File: config.mk
export PLATFORM = sky130hd
export DESIGN_NAME = uart_tx_serializer
export DESIGN_NICKNAME = d
export VERILOG_FILES = /design/src/rtl/uart_pkg.sv /design/src/rtl/uart_baud_counter.sv /design/src/rtl/uart_tx_serializer.sv
export SDC_FILE = /design/constraint.sdc
export NUM_CORES = 1
export LEC_CHECK = 0
export CAP_MARGIN = 15
export CORE_MARGIN = 1
export CORE_UTILIZATION = 56
export CTS_CLUSTER_DIAMETER = 150
export DETAILED_ROUTE_END_ITERATION = 6
export PLACE_DENSITY = 0.81
export SYNTH_ARGS = -nofsm -noshare
export SYNTH_HDL_FRONTEND = slang
export SYNTH_SLANG_ARGS = --single-unit
File: constraint.sdc
create_clock -name clk -period 2.46 [get_ports clk]
set_input_delay 0.246 -clock clk [delete_from_list [all_inputs] [get_ports clk]]
set_output_delay 0.246 -clock clk [all_outputs]
set_load 0.01 [all_outputs]
File: src/rtl/uart_pkg.sv
// uart_pkg: shared UART state encoding and baud constants
// Contents:
//   CLKS_PER_BIT_9600  default clocks per bit (100 MHz / 9600 baud)
//   uart_state_e       transmit FSM state encoding
package uart_pkg;
    localparam int CLKS_PER_BIT_9600 = 10417;
    localparam logic [2:0] ST_IDLE   = 3'd0;
    localparam logic [2:0] ST_START  = 3'd1;
    localparam logic [2:0] ST_DATA   = 3'd2;
    localparam logic [2:0] ST_PARITY = 3'd3;
    localparam logic [2:0] ST_STOP   = 3'd4;
    typedef enum logic [2:0] {
        IDLE   = ST_IDLE,
        START  = ST_START,
        DATA   = ST_DATA,
        PARITY = ST_PARITY,
        STOP   = ST_STOP
    } uart_state_e;
endpackage

File: src/rtl/uart_baud_counter.sv
// uart_baud_counter: divides clk into bit periods of CLKS_PER_BIT cycles
// Ports:
//   clk       in   system clock, rising edge
//   rst       in   asynchronous reset, active high
//   clear     in   hold the counter at zero
//   bit_tick  out  high on the last cycle of each bit period
module uart_baud_counter
    import uart_pkg::*;
#(
    parameter int CLKS_PER_BIT = CLKS_PER_BIT_9600
) (
    input  logic clk,
    input  logic rst,
    input  logic clear,
    output logic bit_tick
);
    localparam int CW = $clog2(CLKS_PER_BIT);
    localparam logic [CW-1:0] LAST = CW'(CLKS_PER_BIT - 1);

    logic [CW-1:0] cnt_q, cnt_d;

    always_comb begin
        bit_tick = cnt_q == LAST;
        cnt_d    = (clear || bit_tick) ? '0 : cnt_q + CW'(1);
    end

    always_ff @(posedge clk or posedge rst)
        if (rst) cnt_q <= '0;
        else     cnt_q <= cnt_d;
endmodule

File: src/rtl/uart_tx_serializer.sv
// uart_tx_serializer: sends a parallel word as start, data LSB first, optional parity, stop
// Ports:
//   clk       in   system clock, rising edge
//   rst       in   asynchronous reset, active high
//   tx_start  in   send request, sampled only while idle
//   tx_data   in   word to send, captured on the accepting edge
//   tx        out  registered serial line, idles high
//   tx_busy   out  high from accept to end of the last stop bit
//   tx_done   out  one-cycle pulse when the frame completes
module uart_tx_serializer
    import uart_pkg::*;
#(
    parameter int DATA_WIDTH   = 8,
    parameter int CLKS_PER_BIT = CLKS_PER_BIT_9600,
    parameter bit PARITY_EN    = 1'b0,
    parameter bit PARITY_ODD   = 1'b0,
    parameter int STOP_BITS    = 1
) (
    input  logic                  clk,
    input  logic                  rst,
    input  logic                  tx_start,
    input  logic [DATA_WIDTH-1:0] tx_data,
    output logic                  tx,
    output logic                  tx_busy,
    output logic                  tx_done
);
    localparam int BW = $clog2(DATA_WIDTH);
    localparam logic [BW-1:0] LAST_DATA = BW'(DATA_WIDTH - 1);
    localparam logic [BW-1:0] LAST_STOP = BW'(STOP_BITS - 1);

    uart_state_e           state_q, state_d;
    logic [DATA_WIDTH-1:0] shift_q, shift_d;
    logic [BW-1:0]         bit_q, bit_d;
    logic                  par_q, par_d;
    logic                  tx_q, tx_d;
    logic                  busy_q, busy_d;
    logic                  done_q, done_d;
    logic                  bit_tick;

    uart_baud_counter #(.CLKS_PER_BIT(CLKS_PER_BIT)) u_baud (
        .clk      (clk),
        .rst      (rst),
        .clear    (state_q == IDLE),
        .bit_tick (bit_tick)
    );

    // tx_d is the value the line takes for the next bit, so tx stays a pure flop output
    always_comb begin
        state_d = state_q;
        shift_d = shift_q;
        bit_d   = bit_q;
        par_d   = par_q;
        tx_d    = tx_q;
        busy_d  = busy_q;
        done_d  = 1'b0;
        case (state_q)
            IDLE: if (tx_start) begin
                shift_d = tx_data;
                par_d   = ^tx_data ^ PARITY_ODD;
                tx_d    = 1'b0;
                busy_d  = 1'b1;
                state_d = START;
            end
            START: if (bit_tick) begin
                bit_d   = '0;
                tx_d    = shift_q[0];
                state_d = DATA;
            end
            DATA: if (bit_tick) begin
                shift_d = shift_q >> 1;
                bit_d   = (bit_q == LAST_DATA) ? '0 : bit_q + BW'(1);
                tx_d    = (bit_q != LAST_DATA) ? shift_q[1] : (PARITY_EN ? par_q : 1'b1);
                state_d = (bit_q != LAST_DATA) ? DATA : (PARITY_EN ? PARITY : STOP);
            end
            PARITY: if (bit_tick) begin
                tx_d    = 1'b1;
                state_d = STOP;
            end
            STOP: if (bit_tick) begin
                if (bit_q == LAST_STOP) begin
                    busy_d  = 1'b0;
                    done_d  = 1'b1;
                    state_d = IDLE;
                end else begin
                    bit_d = bit_q + BW'(1);
                end
            end
            default: state_d = IDLE;
        endcase
    end

    always_ff @(posedge clk or posedge rst)
        if (rst) begin
            state_q <= IDLE;
            shift_q <= '0;
            bit_q   <= '0;
            par_q   <= 1'b0;
            tx_q    <= 1'b1;
            busy_q  <= 1'b0;
            done_q  <= 1'b0;
        end else begin
            state_q <= state_d;
            shift_q <= shift_d;
            bit_q   <= bit_d;
            par_q   <= par_d;
            tx_q    <= tx_d;
            busy_q  <= busy_d;
            done_q  <= done_d;
        end

    assign tx      = tx_q;
    assign tx_busy = busy_q;
    assign tx_done = done_q;
endmodule
# Word level (Yosys, flattened, before mapping)
# Cells that the tools add are included.
# classes
add_sub_neg	2
mul	0
n_div	0
magnitude_cmp	0
eq_ne	14
n_shift	0
n_mux	31
bitwise_logic	0
reduce_logical	12
# ops
op	n
$mux 3	12
$mux 8	2
$pmux 8 s2	1
$pmux 3 s5	1
$add 14x1->14 const B	1
$eq 14x14->1 const B	1
$mux 14	1
$ne 2x2->1 const B	7
$mux 1	11
$reduce_and 5->1	2
$pmux 3 s3	1
$eq 3x2->1 const B	2
$eq 3x3->1 const B	2
$logic_not 3->1	2
$reduce_and 6->1	1
$pmux 1 s4	1
$reduce_and 4->1	1
$reduce_bool 2->1	2
$reduce_bool 4->1	1
$add 3x1->3 const B	1
$eq 3x1->1 const B	1
$ne 3x3->1 const B	1
$reduce_and 3->1	1
$reduce_bool 3->1	1
other kinds (2)	2
# word_totals
register_bits	31
latchBits	0
ram_bits	0
romBits	0
inputBits	11
output_inout_bits	3
n_memories	0

# Longest topological paths before layout
# Gate-level depths: netlist of the first run.
# logic_depth
depth_word	4
mapped_depth	8
depth_no_buf	6

# Cells and area by module
# A second synthesis of the first run with hierarchy kept.
# hier_totals
cells_unflattened	163
hier_area_um2	1737.9
# by_module_without_submodules
module	instances	cells_each	area_per_inst_um2
uart_tx_serializer	1	88	1019.7
uart_baud_counter	1	75	718.2

# Worst setup path before layout of the first run
# OpenSTA, ideal clock, no wires.
# synth_path
kind	reg2reg
from	register u_baud.cnt_q[10]
to	register shift_q[0]
arrival_ns	2.100
required_time_ns	2.335
setup_slack_ns	0.235
stages_incl_launch_ff	5
path_buffers	0
synth_period_minus_slack_ns	2.225
cell_sequence	dfrtp_1 -> or4_1 -> or4_4 -> a21oi_2 -> mux2_2
# synth_via
elab_chain_cells	3
# synth_rtl
element	line_no	source
from (decl)	uart_baud_counter.sv:20	logic [CW-1:0] cnt_q, cnt_d;
from (signal assigned)	uart_baud_counter.sv:29	else cnt_q <= cnt_d;
$eq 14x14->1	uart_baud_counter.sv:23	bit_tick = cnt_q == LAST;
$ne 2x2->1 (no line)	-	
$reduce_and 3->1 (no line)	-	
to (signal assigned)	uart_tx_serializer.sv:103	shift_q <= shift_d;
to (decl)	uart_tx_serializer.sv:32	logic [DATA_WIDTH-1:0] shift_q, shift_d;
# Every way passes these cells.
# A chain may end at the register's enable or synchronous reset.

# Worst setup path in the final report of the first run
# layout_path
from	register u_baud.cnt_q[9]
to	register bit_q[0]
# layout_via
elab_chain_cells	3
word_cells_on_any_way	5
classes_between	eq/ne (4); reduce/logical (1)
# layout_rtl
element	line_no	source
$eq 14x14->1 (*)	uart_baud_counter.sv:23	
$ne 2x2->1 (no line)	-	
$reduce_and 5->1 (no line) (*)	-	
to (signal assigned)	uart_tx_serializer.sv:104	bit_q <= bit_d;
to (decl)	uart_tx_serializer.sv:33	logic [BW-1:0] bit_q, bit_d;
# Every way passes the cells marked *; elsewhere a longest branch is shown, timed or not.

==> results of run 1 <==
## sequential cells by signal (all words and copies together) (netlist names)
register,flops
bit_q,3
tx_busy,1
tx,1
state_q,3
u_baud.cnt_q,14
tx_done,1
shift_q,8
## kinds of logic after synthesis
group / after synthesis / synth area share (%)
flip-flops: 31 / 47.6
multiplexers: 18 / 12.2
buffers and inverters: 14 / 3.76
AO/OA/AOI/OAI: 16 / 6.52
adder cells (fa/ha/maj): 5 / 3.83
AND/OR/NAND/NOR: 62 / 19.6
XOR/XNOR: 12 / 6.44
## power groups by stage
stage	Clock (mW)	Sequential [mW]	Combinational (mW)
after floorplan	0	0.519	0.0134
after global placement	0	0.519	0.0341
after detailed placement	0	0.519	0.0352
after CTS	0.425	0.509	0.0354
after global routing	0.445	0.509	0.0388
final	0.411	0.509	0.0344
## layout make-up
class	count	area, um2
Fill cell	221	853
Multi-Input combinational cell	113	801
Sequential cell	31	777
Timing Repair Buffer	18	168
Clock buffer	6	51.3
Tap cell	31	38.8
Clock inverter	2	35.0
Inverter	9	33.8
## stage by stage
step / cell area [um2] / utilization, % / hold slack [ps] / total power, mW / cells
detailed placement: 1810 / 65.7 / 498 / 0.554 / 202
floorplan: 1630 / - / 349 / 0.533 / 158
global route: 1900 / 69.1 / 308 / 0.993 / 210
global placement: 1810 / 65.7 / 484 / 0.553 / 202
finish: 1900 / 69.1 / 278 / 0.954 / 210
CTS: 1900 / 68.8 / 278 / 0.969 / 210
## worst min-delay path, cell delays in order
cell and delay (ps):
clkdlybuf4s50_1 390, inv_1 50, buf_4 340
## how the worst min path moves through the flow
stage and to:
2_1_floorplan bit_q[0], 3_3_place_gp shift_q[3], 3_5_place_dp shift_q[2], 4_1_cts u_baud.cnt_q[11], 5_1_grt u_baud.cnt_q[11], 6_report u_baud.cnt_q[11]
## layer usage
metal | GRT usage, % | vias up | part of all wire (%)
met5 | 0 | - | 0
met4 | 6.97 | 0 | 1.3
met3 | 6.74 | 6 | 3.8
met2 | 39.6 | 24 | 50
met1 | 28.1 | 585 | 45
li1 | - | 592 | -
## layout by cell type, fill, tap and decap left out, types with 2 or more instances in the layout
cell / n
nand4_1: 2
a31oi_1: 3
mux2_2: 15
mux2i_1: 3
nor3b_1: 2
nand3_1: 6
nand2_1: 10
dfrtp_1: 30
ha_1: 5
nor4_1: 4
or4_1: 2
o21ai_0: 4
clkdlybuf4s50_1: 13
xnor2_1: 11
nor3_1: 6
inv_1: 9
nor2_1: 20
clkbuf_4: 5
buf_4: 5
nand3b_1: 2
o21bai_1: 2
==> qor.yml, run 1 <==
crit-reg2reg-launch: "u_baud.cnt_q[9]"
synth_top_flop_cell: "dfrtp_1"
core_area_mm2: 0.00276
ctsHtreeMaxLevel: 2
syn_nets: 174
switching_share_pct: 19.4
criticalPathCategory: "reg -> reg"
finalSetupViolCount: 0
synth_cell_types: 38
cts_inserted_buffers: 5
timing.hold.worst.class: "in -> async"
report.final.hold_viol_count: 0
tightestPinTransition_ps: 437
list_of_cells_traversed_by_the_critical_path: "or4_1 > or4_4 > buf_4 > o21bai_1 > mux2_2"
vdd_ir_drop_max_v: 0.000465
crit_family: "simple AND/OR/NAND/NOR gates"
detail_route.wirelength_um: 3090
critPathMaxStageDelay_ps: 550
routed_via_density: 5.75
antenna_cells: 0
regToRegSetupSlack_ps: 90
fin_worst_skew_ps: 7.47
gr-total-overflow: 0
setup.worst_path.start: "u_baud.cnt_q[9]"
pwr-share-seq_pct: 53.4
synth_common_cells: "dfrtp_1 (30), nor2_1 (20), mux2_2 (15)"
syn-cell-area_mm2: 0.00163
fin_setup_tns_ps: 0
rsz0062_at_grt: "false"
root_cell_of_the_clock_tree: "clkbuf_4"
initial_cell_density_of_the_core_pct: 59.2
tritoncts_clock_tree: "built"
clock_sink_count: 31
cp_num_buf_inv: 1
outcome: "finished, final reports clean"
syn_inst: 158
antenna_found_initial: 0
flow.area_growth_from_synthesis_pct: 16.7
grt_start_max_net_pins: 32
drcViolationCount: 0
clock_latency_reported_for_the_late_side_of_the_worst_skew_pair_ps: 330
cp-end-kind: "flip-flop"
timing.reg2reg.worst_path_depth: 5
yosys_warnings: 0
final_antenna_net_count: 0
power_per_unit_of_standard_cell_area_mw_per_mm2: 501
timing.critical_path.required_ps: 2680
place.detailed.hpwl_um: 2190
detailedRoute.firstIterationViolations: 32
fmax_mhz: 423
crit-reg2reg-capture: "bit_q[0]"
final_nets: 194
critPathMaxFanout: 10
grt_first_pass_wirelength_um: 5640
gr_util_all_layers_pct: 23.1
maximum_capacitance_violations: 0
cts.repair.resized: 0
crit_arrival_ps: 2590
port_buffers: 13
total_count_of_max_transition_violations_in_the_final_report: 0
clkTransAtPathRegs_ps: 90
die_w_um: 56.0
comb_power_share_pct: 3.6
cts_hold_buf: 0
finalWorstPathRequiredPeriod_ps: 2370
detailedPlace.worstSlack_ps: 98.7
crit_path_top_delay_cell: "or4_4"
leading_cell_types_by_total_area_after_synthesis: "dfrtp_1 (46%), mux2_2 (10%), xnor2_1 (5.9%)"
gpl.final_weighted_congestion: 0.826
cts_setup_buffers: 0
dieHeight_um: 56.0
cp_num_cells: 5
ys_seq_elements: 31
start_kind: "flip-flop"
fin_crit_sh_pct: 96.2
relSlewSlack_pct: 70.1
wl_per_cell_um: 14.7
pwr-share-clk_pct: 43.0
cellInternalPower_mw: 0.769
synth_area_per_cell_um2: 10.3
synth.yosys.seq_area_share_pct: 47.6
route.vias.total: 1207
p_switching_mw: 0.186
synthDominantCellAreaShare_pct: 46.0
ctsLongestPathBuffers: 2
first_global_vias: 1264
synth_top_cell_by_area: "dfrtp_1"
floorplan.io_pins: 14
std_cell_rows: 19
synth_edf_count: 0
drt-pass1-iter-count: 4
drive_gt1_share_pct: 19.0
worstSetupEndpoint: "bit_q[0]"
synth.most_common_cell: "dfrtp_1"
final.setup.worst_slack_ps: 93.5
synthArstFlopShare_pct: 100
die-area_mm2: 0.00313
static_leak_nw: 0.855
No activity file was read; power rests on OpenSTA's default activity.
==> run 2: changes to the inputs <==
- CAP_MARGIN: 15 -> 25
- HOLD_SLACK_MARGIN: not set -> 0.08
- SKIP_LAST_GASP: not set -> 1
==> results of run 2 <==
Final layout, timing and power as in run 1 (identical DEF).
==> run 3: changes to the inputs <==
- GPL_TIMING_DRIVEN: not set -> 0
==> qor.yml, run 3 (synthesis gave the netlist of run 1 again) <==
outcome: "finished, final reports clean"
clock_sink_count: 31
p_total_mw: 0.828
tightestPinTransition_ps: 670
list_of_cells_traversed_by_the_critical_path: "or4_1 > or4_4 > a21oi_2 > mux2_2"
std_cell_rows: 19
place.detailed.hpwl_um: 2280
core_area_mm2: 0.00276
total_count_of_max_transition_violations_in_the_final_report: 0
multiInputGateArea_um2: 793
dieHeight_um: 56.0
drive_gt1_share_pct: 17.1
finalWorstPathRequiredPeriod_ps: 2380
start_kind: "flip-flop"
cp-end-kind: "flip-flop"
criticalPathCategory: "reg -> reg"
timing.reg2reg.worst_path_depth: 4
gpl.final_weighted_congestion: 0.818
crit_family: "simple AND/OR/NAND/NOR gates"
report.final.hold_viol_count: 0
cts_inserted_buffers: 5
drcViolationCount: 0
clkTransAtPathRegs_ps: 100
drt-pass1-iter-count: 4
register_area_um2: 777
largest_register_ffs: 14
cts.repair.resized: 0
port_buffers: 13
fin_crit_sh_pct: 96.8
first_global_vias: 1300
clock_latency_reported_for_the_late_side_of_the_worst_skew_pair_ps: 330
floorplan.io_pins: 14
layout.cells.most_common_list: "dfrtp_1 (30), nor2_1 (20), mux2_2 (15), clkdlybuf4s50_1 (13), xnor2_1 (11)"
critPathMaxFanout: 7
flow.area_growth_from_synthesis_pct: 15.4
critPathMaxStageDelay_ps: 550
maximum_capacitance_violations: 0
tritoncts_clock_tree: "built"
fillers: 215
rsz0062_at_grt: "false"
root_cell_of_the_clock_tree: "clkbuf_4"
detail_route.wirelength_um: 3150
cts_hold_buf: 0
ctsHtreeMaxLevel: 2
vdd_ir_drop_max_v: 0.000360
grt_first_pass_wirelength_um: 5620
place_area_mm2: 0.00183
crit_arrival_ps: 2610
final_nets: 196
die-area_mm2: 0.00313
cp_num_cells: 4
grt_start_max_net_pins: 18
largest_register_by_flop_count: "u_baud.cnt_q"
die_w_um: 56.0
finalSetupViolCount: 0
final_antenna_net_count: 0
power_per_unit_of_standard_cell_area_mw_per_mm2: 440
detailedRoute.firstIterationViolations: 57
relSlewSlack_pct: 55.3
fmax_mhz: 420
largestRegisters: "u_baud.cnt_q: 14 flops, shift_q: 8 flops"
route.vias.total: 1261
wl_per_cell_um: 14.9
cts_setup_buffers: 0
gr-total-overflow: 0
antenna_cells: 0
crit_path_top_delay_cell: "or4_1"
static_leak_nw: 0.844
antenna_found_initial: 0
ctsLongestPathBuffers: 2
timing.hold.worst.class: "in -> async"
routed_via_density: 5.95
fin_setup_tns_ps: 0
timing.critical_path.required_ps: 2690
initial_cell_density_of_the_core_pct: 59.2
cp_num_buf_inv: 0
gr_util_all_layers_pct: 23.7
layout_commonest_cell: "dfrtp_1"
fin_worst_skew_ps: 14.2
finalInstanceArea_mm2: 0.00188
[run 3: power by group]
group	internal (mW)	switching [mW]	leakage (nW)
clock network	0.111	0.169	0.0293
registers	0.509	0	0.405
logic	0.0230	0.0159	0.410
[run 3: worst register-to-register path: stages, from the launching register on]
cell and delay (ps):
dfrtp_1 440, or4_1 550, or4_4 540, a21oi_2 360, mux2_2 390
[run 3: path summary, 6_finish.rpt]
path | slack, ps | to | from
max in group asynchronous | 1630 | u_baud.cnt_q[11] | rst
worst max register to register | 80 | shift_q[0] | u_baud.cnt_q[10]
worst max-delay path | 80 | shift_q[0] | u_baud.cnt_q[10]
min in group clk | 520 | shift_q[3] | shift_q[3]
worst min-delay path | 300 | shift_q[2] | rst
worst min register to register | 520 | shift_q[3] | shift_q[3]
[run 3: cell type report]
type                       instances  area share (%)
timing repair buffer              15            8.64
inverter                           9            1.79
clock inverter                     1           0.266
clock buffer                       7            2.39
tap                               31            2.06
buffer                             5            1.46
multi-input combinational        113            42.1
sequential                        31            41.3
[run 3: stage by stage]
stage | worst slack [ps] | hold slack [ps] | util (%) | instances
final | 77.9 | 300 | 68.3 | 212
after global routing | 3.18 | 328 | 68.3 | 212
after CTS | 73.2 | 299 | 68.3 | 212
after detailed placement | 81.0 | 496 | 66.5 | 204
after global placement | 105 | 484 | 65.3 | 202
after floorplan | 235 | 349 | - | 158
[run 3: per-layer routing]
metal | share of wire, % | up-vias | global-route usage [%]
li1 | - | 596 | -
met1 | 43 | 605 | 25.1
met2 | 49 | 46 | 40.6
met3 | 5.3 | 14 | 8.60
met4 | 2.7 | 0 | 12.9
met5 | 0 | - | 0
